**src/rtl/arbitro_somador.sv**
```systemverilog
// Round-robin sequencer sharing one external combinational adder between two clients.
// Captures the winner's operands, registers the sum/flags, adds signed overflow, pulses done.
module arbitro_somador #(
   parameter int NBITS = 8
) (
   input  logic             clock,
   input  logic             reset,
   input  logic             req0,
   input  logic [NBITS-1:0] a0,
   input  logic [NBITS-1:0] b0,
   input  logic             req1,
   input  logic [NBITS-1:0] a1,
   input  logic [NBITS-1:0] b1,
   output logic             gnt0,
   output logic             gnt1,
   output logic             done0,
   output logic             done1,
   output logic [NBITS-1:0] S,
   output logic             N,
   output logic             Z,
   output logic             P,
   output logic             V,
   output logic             owner,
   output logic [NBITS-1:0] add_a,
   output logic [NBITS-1:0] add_b,
   input  logic [NBITS-1:0] add_s,
   input  logic             add_n,
   input  logic             add_z,
   input  logic             add_p
);

   typedef enum logic [1:0] {
      ST_IDLE = 2'd0,
      ST_CALC = 2'd1,
      ST_DONE = 2'd2
   } state_t;

   state_t           r_state;
   logic             r_last_grant;
   logic             r_sel;
   logic [NBITS-1:0] r_op_a;
   logic [NBITS-1:0] r_op_b;
   logic             r_gnt0;
   logic             r_gnt1;
   logic             r_done0;
   logic             r_done1;
   logic [NBITS-1:0] r_s;
   logic             r_n;
   logic             r_z;
   logic             r_p;
   logic             r_v;
   logic             r_owner;

   logic             w_any_req;
   logic             w_sel_next;
   logic             w_v;

   // Contention goes to whichever client was not served last.
   always_comb begin
      w_any_req  = req0 | req1;
      w_sel_next = 1'b0;
      if (req0 && !req1) begin
         w_sel_next = 1'b0;
      end else if (req1 && !req0) begin
         w_sel_next = 1'b1;
      end else if (req0 && req1) begin
         w_sel_next = ~r_last_grant;
      end
   end

   // Overflow: operands agree in sign but the wrapped sum does not.
   assign w_v = (r_op_a[NBITS-1] == r_op_b[NBITS-1]) &&
                (add_s[NBITS-1] != r_op_a[NBITS-1]);

   always_ff @(posedge clock) begin
      if (reset) begin
         r_state      <= ST_IDLE;
         r_last_grant <= 1'b1;
         r_sel        <= 1'b0;
         r_op_a       <= '0;
         r_op_b       <= '0;
         r_gnt0       <= 1'b0;
         r_gnt1       <= 1'b0;
         r_done0      <= 1'b0;
         r_done1      <= 1'b0;
         r_s          <= '0;
         r_n          <= 1'b0;
         r_z          <= 1'b0;
         r_p          <= 1'b0;
         r_v          <= 1'b0;
         r_owner      <= 1'b0;
      end else begin
         case (r_state)
            ST_IDLE: begin
               r_done0 <= 1'b0;
               r_done1 <= 1'b0;
               if (w_any_req) begin
                  r_op_a  <= w_sel_next ? a1 : a0;
                  r_op_b  <= w_sel_next ? b1 : b0;
                  r_gnt0  <= ~w_sel_next;
                  r_gnt1  <= w_sel_next;
                  r_sel   <= w_sel_next;
                  r_state <= ST_CALC;
               end
            end
            ST_CALC: begin
               r_s          <= add_s;
               r_n          <= add_n;
               r_z          <= add_z;
               r_p          <= add_p;
               r_v          <= w_v;
               r_owner      <= r_sel;
               r_done0      <= ~r_sel;
               r_done1      <= r_sel;
               r_last_grant <= r_sel;
               r_gnt0       <= 1'b0;
               r_gnt1       <= 1'b0;
               r_state      <= ST_DONE;
            end
            ST_DONE: begin
               r_done0 <= 1'b0;
               r_done1 <= 1'b0;
               r_state <= ST_IDLE;
            end
            default: begin
               r_gnt0  <= 1'b0;
               r_gnt1  <= 1'b0;
               r_done0 <= 1'b0;
               r_done1 <= 1'b0;
               r_state <= ST_IDLE;
            end
         endcase
      end
   end

   assign add_a = r_op_a;
   assign add_b = r_op_b;
   assign gnt0  = r_gnt0;
   assign gnt1  = r_gnt1;
   assign done0 = r_done0;
   assign done1 = r_done1;
   assign S     = r_s;
   assign N     = r_n;
   assign Z     = r_z;
   assign P     = r_p;
   assign V     = r_v;
   assign owner = r_owner;

endmodule

```
**config.mk**
```make
export PLATFORM = sky130hd
export DESIGN_NAME = arbitro_somador
export DESIGN_NICKNAME = d
export VERILOG_FILES = /design/src/rtl/arbitro_somador.sv
export SDC_FILE = /design/constraint.sdc
export NUM_CORES = 1
export LEC_CHECK = 0
export CAP_MARGIN = 40
export CORE_ASPECT_RATIO = 1.1
export CORE_MARGIN = 5
export CORE_UTILIZATION = 39
export DETAILED_ROUTE_END_ITERATION = 7
export PLACE_DENSITY = 0.8
export SLEW_MARGIN = 20
export SYNTH_ARGS = -nofsm -noshare
export SYNTH_HDL_FRONTEND = slang
export SYNTH_SLANG_ARGS = --single-unit
```
**constraint.sdc**
```tcl
create_clock -name clock -period 1.95 [get_ports clock]
set_clock_uncertainty 0.2 [all_clocks]
set_input_delay 0.195 -clock clock [delete_from_list [all_inputs] [get_ports clock]]
set_output_delay 0.195 -clock clock [all_outputs]
set_load 0.03 [all_outputs]
```
Word-level counts from Yosys, hierarchy flattened --
Cells that the tools add are included.
Cells by class: equality and inequality tests 5, multiplexer cells 11, bitwise logic cells 6, reductions and logical operators 10
Operators with widths (count):
- $mux W8 | 2
- $mux W1 | 5
- $not A1 Y1 | 5
- $logic_and A1 B1 Y1 | 4
- $pmux W1 S2 | 2
- $pmux W2 S2 | 1
- $reduce_and A2 Y1 | 2
- $eq A2 B1 Y1 const B | 1
- $eq A2 B2 Y1 const B | 1
- $logic_not A1 Y1 | 2
- $logic_not A2 Y1 | 1
- $mux W2 | 1
- $ne A2 B2 Y1 const B | 1
- $reduce_or A2 Y1 | 1
- $eq A1 B1 Y1 | 1
- $ne A1 B1 Y1 | 1
- $or A1 B1 Y1 | 1
Word-level totals: bits in registers 37, input port bits 47

Logic depth before layout (Yosys ltp) --
Gate-level depths: netlist of the first run.
depth after elaboration 7, depth in mapped cells 5, mapped depth without buffers 3

Worst setup path after synthesis of the first run --
No wires, ideal clock.
path kind register to register, start point register r_op_b[7], in the netlist add_b[7], end point register r_v, in the netlist V, setup time 0.091 ns, arrival 1.113 ns, data required time 1.659 ns, slack 0.546 ns, stages on the path, launching flop included 3, buffers on the path 0, cells stage by stage dfxtp_1 > or3b_2 > a311oi_1
Between the ends: word-level cells in the longest chain between the ends 2
RTL lines:
- from (decl) | RTL line 42 | logic [NBITS-1:0] r_op_b;
- from (signal assigned) | RTL line 99 | r_op_b <= w_sel_next ? b1 : b0;
- $eq A1 B1 Y1 | RTL line 72 | assign w_v = (r_op_a[NBITS-1] == r_op_b[NBITS-1]) &&
- $logic_and A1 B1 Y1 | RTL line 72
- to (signal assigned) | RTL line 111 | r_v <= w_v;
- to (decl) | RTL line 51 | logic r_v;
Every way passes these cells. A chain may end at the register's enable or synchronous reset.

Worst setup path after layout of the first run --
start point register r_op_b[7], in the netlist add_b[7], end point output port add_b[7]
RTL lines:
- to (decl) | RTL line 25 | output logic [NBITS-1:0] add_b,
No word-level cell between the ends.

==> summary.md, run 1 <==
| Metric | Value |
|---|---|
| RSZ-0062 raised after global routing | no |
| Synth cell types | 30 |
| Yosys reg bits | 37 |
| Buffers added on ports | 79 |
| CP Launch Point | add_b[7] |
| Hold path startpoint | S[5] |
| Startpoint Class | flip-flop |
| Fillcell total | 306 |
| CTS tree | yes |
| Post-Syn Area per Cell | 8.60 sq um |
| FF+latch area | 741 sq um |
| Leakage power figure | 0.920 nW |
| Net Count, Synth | 224 |
| Crit path cell chain | clkdlybuf4s50_1 |
| Die X | 69.6 microns |
| IO Pins | 80 |
| Post-route DRC | 0 |
| Setup ws final | 0.208 ns |
| Fin crit share | 0.893 |
| Top_reg_cell synth | dfxtp_1 |
| CTS buffer count | 5 |
| Seq/Total Area, Yosys | 0.486 |
| Slew HR | 0.650 |
| Grt total ovfl | 0 |
| Worst vdd ir | 0.000514 V |
| Antenna diodes | 0 |
| Met3 WL | 360 microns |
| Pin slew with the least headroom to its limit | 0.524 ns |
| Clk Tree Root Cell | clkbuf_8 |
| Pre-CTS setup slack | 0.143 ns |
| DRT Wirelength | 4.20 mm |
| Worst-Skew Late Latency | 0.29 ns |
| Multi-input gate area | 687 sq um |
| Die Y-Extent | 75.5 microns |
| Final setup viols | 0 |
| Clk buf depth | 2 |
| Critical Path RT | 1.55 ns |
| Top Family by Delay on Critical Path | buffers and inverters |
| Final Wtd Congestion | 0.775 |
| Total global-route track usage | 0.160 |
| Reg2Reg Capture Point | add_b[7] |
| Final Max Slew Viols | 0 |
| Buf+Inv Stages, Crit Path | 1 |
| Ys async rst share | 0 |
| Die Footprint | 5260 sq um |
| DR iter-0 viols | 69 |
| Status | completed |
| Synth area leader | dfxtp_1 |
| Metal-1 WL | 1.69 mm |
| Dpl hpwl | 3.10 mm |
| Drt via density | 4.95 |
| Worst r2r path cells | 3 |
| Share of cells above drive strength 1 | 0.0920 |
| Via count | 1540 |
| Cells after Synth | 177 |
| Netlist Area Pre-Place | 1520 sq um |
| Synth top area share | 0.486 |
| Setup TNS | 0 ns |
| Initial antenna violation count | 0 |
| Reg-to-reg slack, setup | 0.40 ns |
| Post-synth EDFFs | 0 |
| Setup Fix Bufs, Post-CTS | 0 |
| WS Path Type | reg2out |
| Row cnt | 23 |
| Core area | 3710 sq um |
| Post-layout min period | 1.74 ns |
| H-tree levels | 2 |
| Cell Pwr Density | 846 nW/um^2 |
| Initial Util | 0.410 |
| Max incr delay on CP | 0.69 ns |
| CP Data Arrival Time | 1.35 ns |
| Number of global-route vias before repair | 1436 |
| Synth warnings | 0 |
| Critical Path Fanout Max | 4 |
| Nets | 307 |
| RR Startpoint | r_state[0] |
| Final hold violations | 0 |
| Clock sink count | 37 |
| Hold crit path type | reg2reg |
| Achievable clock frequency | 574 MHz |
| Stages on worst setup path | 1 |
| Synth area leaders | dfxtp_1 49%, nand2_1 14%, a21oi_1 10%, a311oi_1 8.6%, buf_6 2.2% |
| Hold Buf Count CTS | 0 |
| Number of max-cap violations | 0 |
| Routed met2 length | 2.10 mm |
| DRT Pass-1 Iters | 4 |
| Critical Path Sink Type | primary output |
| Critical Path Sink | add_b[7] |
| Uppermost routed layer | met4 |
| Slowest CP cell | clkdlybuf4s50_1 |
| P&R area growth vs syn | 62.9% |
| First-pass GRT wire length | 6.62 mm |
| DRT antenna net count | 0 |
| Post-CTS sizing | 0 |
| Largest net degree at the start of global routing | 19 |
| Wire per inst | 13.5 microns |
| Clock transition at path regs | 0.07 ns |
[flip-flops by register name, summed over array words and instances (netlist names)]
register / cells
r_sel: 1
r_last_grant: 1
gnt0: 1
add_a: 8
Z: 1
done0: 1
add_b: 8
done1: 1
gnt1: 1
r_state: 2
owner: 1
V: 1
N: 1
P: 1
S: 8
[layer usage]
metal / GRT usage / vias to the layer above
li1: - / 784
met1: 0.170 / 687
met2: 0.285 / 64
met3: 0.0660 / 5
met4: 0.0672 / 0
met5: 0 / -
[where the power goes]
part	internal (mW)	switching (mW)
clock network	0.417	0.257
logic	0.271	0.287
registers	0.824	0.0427
[cells in the final DEF (no fill, tap or decap)]
cell type and count:
a211oi_1 1, a21bo_4 1, a21boi_4 1, a21oi_1 31, a311oi_1 15, a311oi_2 2, and2_1 1, buf_12 1
buf_4 8, bufinv_16 1, clkbuf_1 1, clkbuf_8 6, clkdlybuf4s50_1 79, dfxtp_1 37, inv_1 1, nand2_1 58
nand2b_1 1, nand3_1 1, nand3b_1 1, nor2_1 3, nor2_2 1, nor2_4 1, nor2b_1 1, nor3_1 2
nor4b_1 1, o21ai_0 2, or2_1 1, or2_2 1, or3b_2 1
[metrics by stage]
step                      std cells  power [mW]   util  instance area, sq um  hold slack (ns)
after floorplan                 177        1.19      -                  1520            0.131
after global placement          303        1.44  0.637                  2360            0.241
after detailed placement        303        1.45  0.637                  2360            0.247
after CTS                       311        2.12  0.668                  2480            0.250
after global routing            311        2.20  0.668                  2480            0.259
final                           311        2.10  0.668                  2480            0.252
[area by class of cell]
| type | count | area share |
|---|---|---|
| clock buffer | 7 | 0.0348 |
| clock inverter | 1 | 0.0121 |
| inverter | 1 | 0.00151 |
| multi-input combinational | 127 | 0.277 |
| sequential | 37 | 0.299 |
| tap | 50 | 0.0252 |
| timing repair buffer | 88 | 0.351 |
[worst min path at each step]
| stage | endpoint | slack [ns] | depth (start not counted) |
|---|---|---|---|
| 2_1_floorplan | N | 0.13 | 2 |
| 3_3_place_gp | Z | 0.24 | 2 |
| 3_5_place_dp | S[4] | 0.25 | 2 |
| 4_1_cts | S[2] | 0.25 | 3 |
| 5_1_grt | S[2] | 0.26 | 3 |
| 6_report | S[5] | 0.25 | 2 |
[synthesized netlist by cell type (2+ instances only)]
master	instances
dfxtp_1	37
buf_6	3
a311oi_2	2
nor3_1	2
a311oi_1	15
nand2_1	58
clkbuf_1	3
buf_4	2
a21oi_1	31
o21ai_0	2
nor2_1	3
[kinds of logic (layout without fill, tap and decap cells)]
group / count (synthesis) / after routing / synth area share
flip-flops: 37 / 37 / 0.486
buffers and inverters: 13 / 97 / 0.0624
AND/OR/NAND/NOR: 74 / 74 / 0.209
AO/OA/AOI/OAI: 53 / 53 / 0.242
Power figures use the tool's default switching activity.
==> run 2, diff against run 1 <==
--- a/config.mk
+++ b/config.mk
@@ -6,7 +6,7 @@
 export NUM_CORES = 1
 export LEC_CHECK = 0
 export CAP_MARGIN = 40
-export CORE_ASPECT_RATIO = 1.1
+export CORE_ASPECT_RATIO = 0.5
 export CORE_MARGIN = 5
 export CORE_UTILIZATION = 39
 export DETAILED_ROUTE_END_ITERATION = 7
==> summary.md, run 2 (synthesis gave the netlist of run 1 again) <==
| Metric | Value |
|---|---|
| Dpl hpwl | 3.27 mm (was 3.10 mm) |
| Number of global-route vias before repair | 1477 (was 1436) |
| Hold Path Stages | 3 (was 2) |
| First-pass GRT wire length | 6.70 mm (was 6.62 mm) |
| Critical Path RT | 1.55 ns (about the same) |
| Achievable clock frequency | 568 MHz (was 574 MHz) |
| Hold Path Sink | S[0] (was S[5]) |
| Hold crit path type | in2reg (was reg2reg) |
| Wire per inst | 13.8 microns (was 13.5 microns) |
| Post-route DRC | 0 (unchanged) |
| P&R area growth vs syn | 60.0% (was 62.9%) |
| Clk buf depth | 2 (unchanged) |
| Die X | 98.4 microns (was 69.6 microns) |
| Critical Path Fanout Max | 4 (unchanged) |
| Commonest non-fill, non-tap cells in the layout | 79 x clkdlybuf4s50_1, 58 x nand2_1, 37 x dfxtp_1 (unchanged) |
| Die Footprint | 5330 sq um (was 5260 sq um) |
| Initial Util | 0.398 (was 0.410) |
| Final Max Slew Viols | 0 (unchanged) |
| Final cell utilization of the core | 0.637 (was 0.668) |
| Worst r2r path cells | 4 (was 3) |
| Via count | 1546 (was 1540) |
| Antenna diodes | 0 (unchanged) |
| Core area | 3820 sq um (was 3710 sq um) |
| Post-CTS sizing | 0 (unchanged) |
| Fin crit share | 0.903 (was 0.893) |
| Largest net degree at the start of global routing | 19 (unchanged) |
| Final hold violations | 0 (unchanged) |
| Final setup viols | 0 (unchanged) |
| Nets | 305 (was 307) |
| Hold Buf Count CTS | 0 (unchanged) |
| Row cnt | 16 (was 23) |
| Clock sink count | 37 (unchanged) |
| WS Path Type | reg2out (unchanged) |
| Net Sw Power | 0.602 mW (was 0.587 mW) |
| Die Y-Extent | 54.2 microns (was 75.5 microns) |
| Clock share of power | 0.265 (was 0.321) |
| Crit path cell chain | clkdlybuf4s50_1 (unchanged) |
| CP Data Arrival Time | 1.37 ns (was 1.35 ns) |
| Switch share | 0.310 (was 0.280) |
| Setup Fix Bufs, Post-CTS | 0 (unchanged) |
| CTS buffer count | 5 (unchanged) |
| Total global-route track usage | 0.157 (was 0.160) |
| Setup TNS | 0 ns (unchanged) |
| DRT Wirelength | 4.32 mm (was 4.20 mm) |
| Pin slew with the least headroom to its limit | 0.528 ns (was 0.524 ns) |
| Hold path startpoint | add_s[0] (was S[5]) |
| Most common cell after layout, fill and taps aside | clkdlybuf4s50_1 (unchanged) |
| Post-layout min period | 1.76 ns (was 1.74 ns) |
| Initial antenna violation count | 0 (unchanged) |
| RR Startpoint | r_state[0] (unchanged) |
| Slowest CP cell | clkdlybuf4s50_1 (unchanged) |
| Clock transition at path regs | 0.07 ns (about the same) |
| Top Family by Delay on Critical Path | buffers and inverters (unchanged) |
| DRT Pass-1 Iters | 5 (was 4) |
| Slew HR | 0.648 (was 0.650) |
| Worst-Skew Late Latency | 0.29 ns (about the same) |
| Area after DPL | 2350 sq um (was 2360 sq um) |
| Clk Tree Root Cell | clkbuf_8 (unchanged) |
| Cell Pwr Density | 796 nW/um^2 (was 846 nW/um^2) |
| Pint | 1.34 mW (was 1.51 mW) |
| Post-Layout Inst Area | 2440 sq um (was 2480 sq um) |
| Grt total ovfl | 0 (unchanged) |
| Max incr delay on CP | 0.69 ns (about the same) |
| Status | completed (unchanged) |
| H-tree levels | 2 (unchanged) |
| Final Wtd Congestion | 0.788 (was 0.775) |
| Stages on worst setup path | 1 (unchanged) |
| Share of cells above drive strength 1 | 0.0814 (was 0.0920) |
| IO Pins | 80 (unchanged) |
| CTS tree | yes (unchanged) |
| Combinational Power Share | 0.288 (was 0.266) |
| Reg-to-reg slack, setup | 0.34 ns (was 0.40 ns) |
| Reg power frac | 0.446 (was 0.413) |
| Reg2Reg Capture Point | add_b[3] (was add_b[7]) |
| Buf+Inv Stages, Crit Path | 1 (unchanged) |
| DRT antenna net count | 0 (unchanged) |
| RSZ-0062 raised after global routing | no (unchanged) |
| Drt via density | 4.96 (was 4.95) |
| Critical Path Sink Type | primary output (unchanged) |
| Number of max-cap violations | 0 (unchanged) |
| Worst vdd ir | 0.000351 V (was 0.000514 V) |
| DR iter-0 viols | 72 (was 69) |
| Leakage power figure | 0.894 nW (was 0.920 nW) |
| Buffers added on ports | 79 (unchanged) |
| Startpoint Class | flip-flop (unchanged) |
[run 2: changes by cell type in the layout (fill, tap and decap cells not counted)]
cell	change
bufinv_16	-1
clkbuf_8	-1
buf_4	-2
clkinv_4	+1
[run 2: power by group through the flow]
| stage | Sequential [mW] | Clock (mW) | Combinational [mW] |
|---|---|---|---|
| finish | 0.866 | 0.515 | 0.559 |
| global route | 0.873 | 0.556 | 0.597 |
| global placement | 0.883 | 0 | 0.550 |
| CTS | 0.866 | 0.522 | 0.563 |
| floorplan | 0.996 | 0 | 0.192 |
| detailed placement | 0.883 | 0 | 0.561 |
[run 2: cell type report]
class / count / area [sq um]
Clock buffer: 6 / 72.6
Clock inverter: 1 / 8.76
Fill cell: 322 / 1390
Inverter: 1 / 3.75
Multi-Input combinational cell: 127 / 687
Sequential cell: 37 / 741
Tap cell: 54 / 67.6
Timing Repair Buffer: 86 / 856
[run 2: how the worst max path moves through the flow]
stage                  start        to  slack (ns)
global route        add_b[7]  add_b[7]        0.16
finish              add_b[7]  add_b[7]        0.19
detailed placement      req0  add_b[3]        0.13
CTS                 add_b[7]  add_b[7]        0.18
global placement        req0  add_b[7]        0.20
floorplan           add_b[7]         V        0.55
[run 2: layer usage]
metal / routed length [microns] / track usage / up-vias
met1: 1810 / 0.179 / 725
met5: 0 / 0 / -
met3: 207 / 0.0401 / 6
met4: 49 / 0.0567 / 0
li1: - / - / 778
met2: 2250 / 0.294 / 37
[run 2: through the flow]
stage	hold WS, ns	std cells	power (mW)	setup WS, ns
2_1_floorplan	0.131	177	1.19	0.546
3_3_place_gp	0.241	305	1.43	0.200
3_5_place_dp	0.245	305	1.44	0.129
4_1_cts	0.247	312	1.95	0.185
5_1_grt	0.263	312	2.03	0.163
6_report	0.250	312	1.94	0.189
==> run 3, diff against run 2 <==
--- a/config.mk
+++ b/config.mk
@@ -8,9 +8,12 @@
 export CAP_MARGIN = 40
 export CORE_ASPECT_RATIO = 0.5
 export CORE_MARGIN = 5
-export CORE_UTILIZATION = 39
+export CORE_UTILIZATION = 40
+export CTS_BUF_LIST = sky130_fd_sc_hd__clkbuf_2
 export DETAILED_ROUTE_END_ITERATION = 7
-export PLACE_DENSITY = 0.8
+export GPL_ROUTABILITY_DRIVEN = 1
+export HOLD_SLACK_MARGIN = 0.1
+export PLACE_DENSITY = 0.81
 export SLEW_MARGIN = 20
 export SYNTH_ARGS = -nofsm -noshare
 export SYNTH_HDL_FRONTEND = slang
==> summary.md, run 3 (synthesis gave the netlist of run 1 again) <==
| Metric | Value |
|---|---|
| Post-route DRC | 0 (unchanged) |
| Slowest CP cell | clkdlybuf4s50_1 (unchanged) |
| Clk buf depth | 2 (unchanged) |
| Buf+Inv Stages, Crit Path | 1 (unchanged) |
| Final Wtd Congestion | 0.769 (was 0.788) |
| Via count | 1532 (was 1546) |
| CTS tree | yes (unchanged) |
| Crit path cell chain | clkdlybuf4s50_1 (unchanged) |
| Share of cells above drive strength 1 | 0.0778 (was 0.0814) |
| First-pass GRT wire length | 6.68 mm (was 6.70 mm) |
| Leakage power figure | 0.892 nW (was 0.894 nW) |
| Pin slew with the least headroom to its limit | 0.519 ns (was 0.528 ns) |
| Achievable clock frequency | 537 MHz (was 568 MHz) |
| Final hold violations | 0 (unchanged) |
| Final cell utilization of the core | 0.675 (was 0.637) |
| Total global-route track usage | 0.157 (about the same) |
| Clk Tree Root Cell | clkbuf_2 (was clkbuf_8) |
| DP Cell Count | 300 (was 305) |
| Stages on worst setup path | 1 (unchanged) |
| H-tree levels | 2 (unchanged) |
| Buffers added on ports | 79 (unchanged) |
| DRT antenna net count | 0 (unchanged) |
| Antenna diodes | 0 (unchanged) |
| Slew HR | 0.654 (was 0.648) |
| P&R area growth vs syn | 57.2% (was 60.0%) |
| Hold crit path type | in2reg (unchanged) |
| Critical Path Sink | add_a[7] (was add_b[7]) |
| Reg-to-reg slack, setup | 0.36 ns (was 0.34 ns) |
| Startpoint Class | flip-flop (unchanged) |
| Overall power | 1.77 mW (was 1.94 mW) |
| Clock transition at path regs | 0.20 ns (was 0.07 ns) |
| Die Y-Extent | 53.6 microns (was 54.2 microns) |
| Setup ws final | 0.0873 ns (was 0.189 ns) |
| RR Startpoint | r_state[0] (unchanged) |
| Die X | 97.3 microns (was 98.4 microns) |
| Pre-CTS setup slack | 0.131 ns (was 0.129 ns) |
| Die Footprint | 5220 sq um (was 5330 sq um) |
| Final Max Slew Viols | 0 (unchanged) |
| Clock sink count | 37 (unchanged) |
| Critical Path Fanout Max | 4 (unchanged) |
| Setup TNS | 0 ns (unchanged) |
| Hold_ws | 0.136 ns (was 0.250 ns) |
| Area after DPL | 2350 sq um (about the same) |
| Grt total ovfl | 0 (unchanged) |
| DR iter-0 viols | 20 (was 72) |
| Worst r2r path cells | 3 (was 4) |
| IO Pins | 80 (unchanged) |
| DRT Wirelength | 4.39 mm (was 4.32 mm) |
| Post-Layout Inst Area | 2390 sq um (was 2440 sq um) |
| Setup Fix Bufs, Post-CTS | 0 (unchanged) |
| Dpl hpwl | 3.29 mm (was 3.27 mm) |
| Largest net degree at the start of global routing | 37 (was 19) |
| Drt via density | 4.97 (was 4.96) |
| RSZ-0062 raised after global routing | no (unchanged) |
| DRT Pass-1 Iters | 4 (was 5) |
| CP Data Arrival Time | 1.47 ns (was 1.37 ns) |
| Post-Layout Cell Count | 308 (was 312) |
| Number of max-cap violations | 0 (unchanged) |
| Top Family by Delay on Critical Path | buffers and inverters (unchanged) |
| Max incr delay on CP | 0.69 ns (about the same) |
| Initial Util | 0.429 (was 0.398) |
| Worst-Skew Late Latency | 0.37 ns (was 0.29 ns) |
| WS Path Type | reg2out (unchanged) |
| Critical Path RT | 1.55 ns (about the same) |
| Row cnt | 15 (was 16) |
| Fillcell total | 306 (was 322) |
| Critical Path Sink Type | primary output (unchanged) |
| Cell Pwr Density | 739 nW/um^2 (was 796 nW/um^2) |
| Initial antenna violation count | 0 (unchanged) |
| Worst vdd ir | 0.000529 V (was 0.000351 V) |
| Most common cell after layout, fill and taps aside | clkdlybuf4s50_1 (unchanged) |
| Status | completed (unchanged) |
| Number of global-route vias before repair | 1476 (was 1477) |
| Final setup viols | 0 (unchanged) |
| Reg2Reg Capture Point | add_a[3] (was add_b[3]) |
| Commonest non-fill, non-tap cells in the layout | 78 x clkdlybuf4s50_1, 58 x nand2_1, 37 x dfxtp_1 (was 79 x clkdlybuf4s50_1, 58 x nand2_1, 37 x dfxtp_1) |
| CTS buffer count | 5 (unchanged) |
| Core area | 3550 sq um (was 3820 sq um) |
| Nets | 303 (was 305) |
| CP Launch Point | add_a[7] (was add_b[7]) |
| Post-layout min period | 1.86 ns (was 1.76 ns) |
| Wire per inst | 14.2 microns (was 13.8 microns) |
| Fin crit share | 0.955 (was 0.903) |
-- run 3: cell count changes in the layout (fill, tap and decap cells not counted) --
cell / previous run / this run
buf_4: 6 / 3
clkdlybuf4s50_1: 79 / 78
clkbuf_8: 5 / 0
buf_12: 1 / 2
clkinv_2: 0 / 1
clkbuf_1: 1 / 0
clkinv_1: 0 / 1
clkbuf_2: 0 / 5
dlymetal6s2s_1: 0 / 1
-- run 3: worst min-delay path by stage --
stage | startpoint | end | slack (ns) | cells after the start
final | add_p | P | 0.14 | 3
after CTS | add_s[1] | S[1] | 0.13 | 3
after global routing | add_s[1] | S[1] | 0.10 | 3
after global placement | S[3] | S[3] | 0.24 | 2
after detailed placement | owner | owner | 0.25 | 2
after floorplan | add_n | N | 0.13 | 2
-- run 3: final cells by class --
cell class / count / area (sq um) / share of cell area
clock inverter: 3 / 17.5 / 0.00732
tap: 51 / 63.8 / 0.0267
sequential: 37 / 741 / 0.309
clock buffer: 5 / 25.0 / 0.0105
inverter: 1 / 3.75 / 0.00157
multi-input combinational: 127 / 687 / 0.287
timing repair buffer: 84 / 856 / 0.358
-- run 3: worst register-to-register path: cells and delay by family, from the launching register on --
kind / cells / cell delay [ns]
AOI/OAI and AO/OA: 1 / 0.17
DFF: 1 / 0.41
and+or+nand+nor: 2 / 0.69
-- run 3: timing repair --
action                                  in CTS  in global routing
gates resized for setup                      0                  1
endpoints found under the setup margin       0                  1
hold buffers                                 0                  0
-- run 3: layer usage --
layer / GRT usage / share of wire / vias to the layer above
li1: - / - / 778
met1: 0.170 / 0.41 / 713
met2: 0.301 / 0.54 / 39
met3: 0.0517 / 0.049 / 2
met4: 0.0552 / 0.0043 / 0
met5: 0 / 0 / -
-- run 3: power breakdown --
group / switching, mW / leakage, nW / internal (mW) / total, mW
logic: 0.290 / 0.557 / 0.267 / 0.557
clock network: 0.257 / 0.0304 / 0.0850 / 0.342
registers: 0.0451 / 0.305 / 0.824 / 0.869
total: 0.592 / 0.892 / 1.18 / 1.77
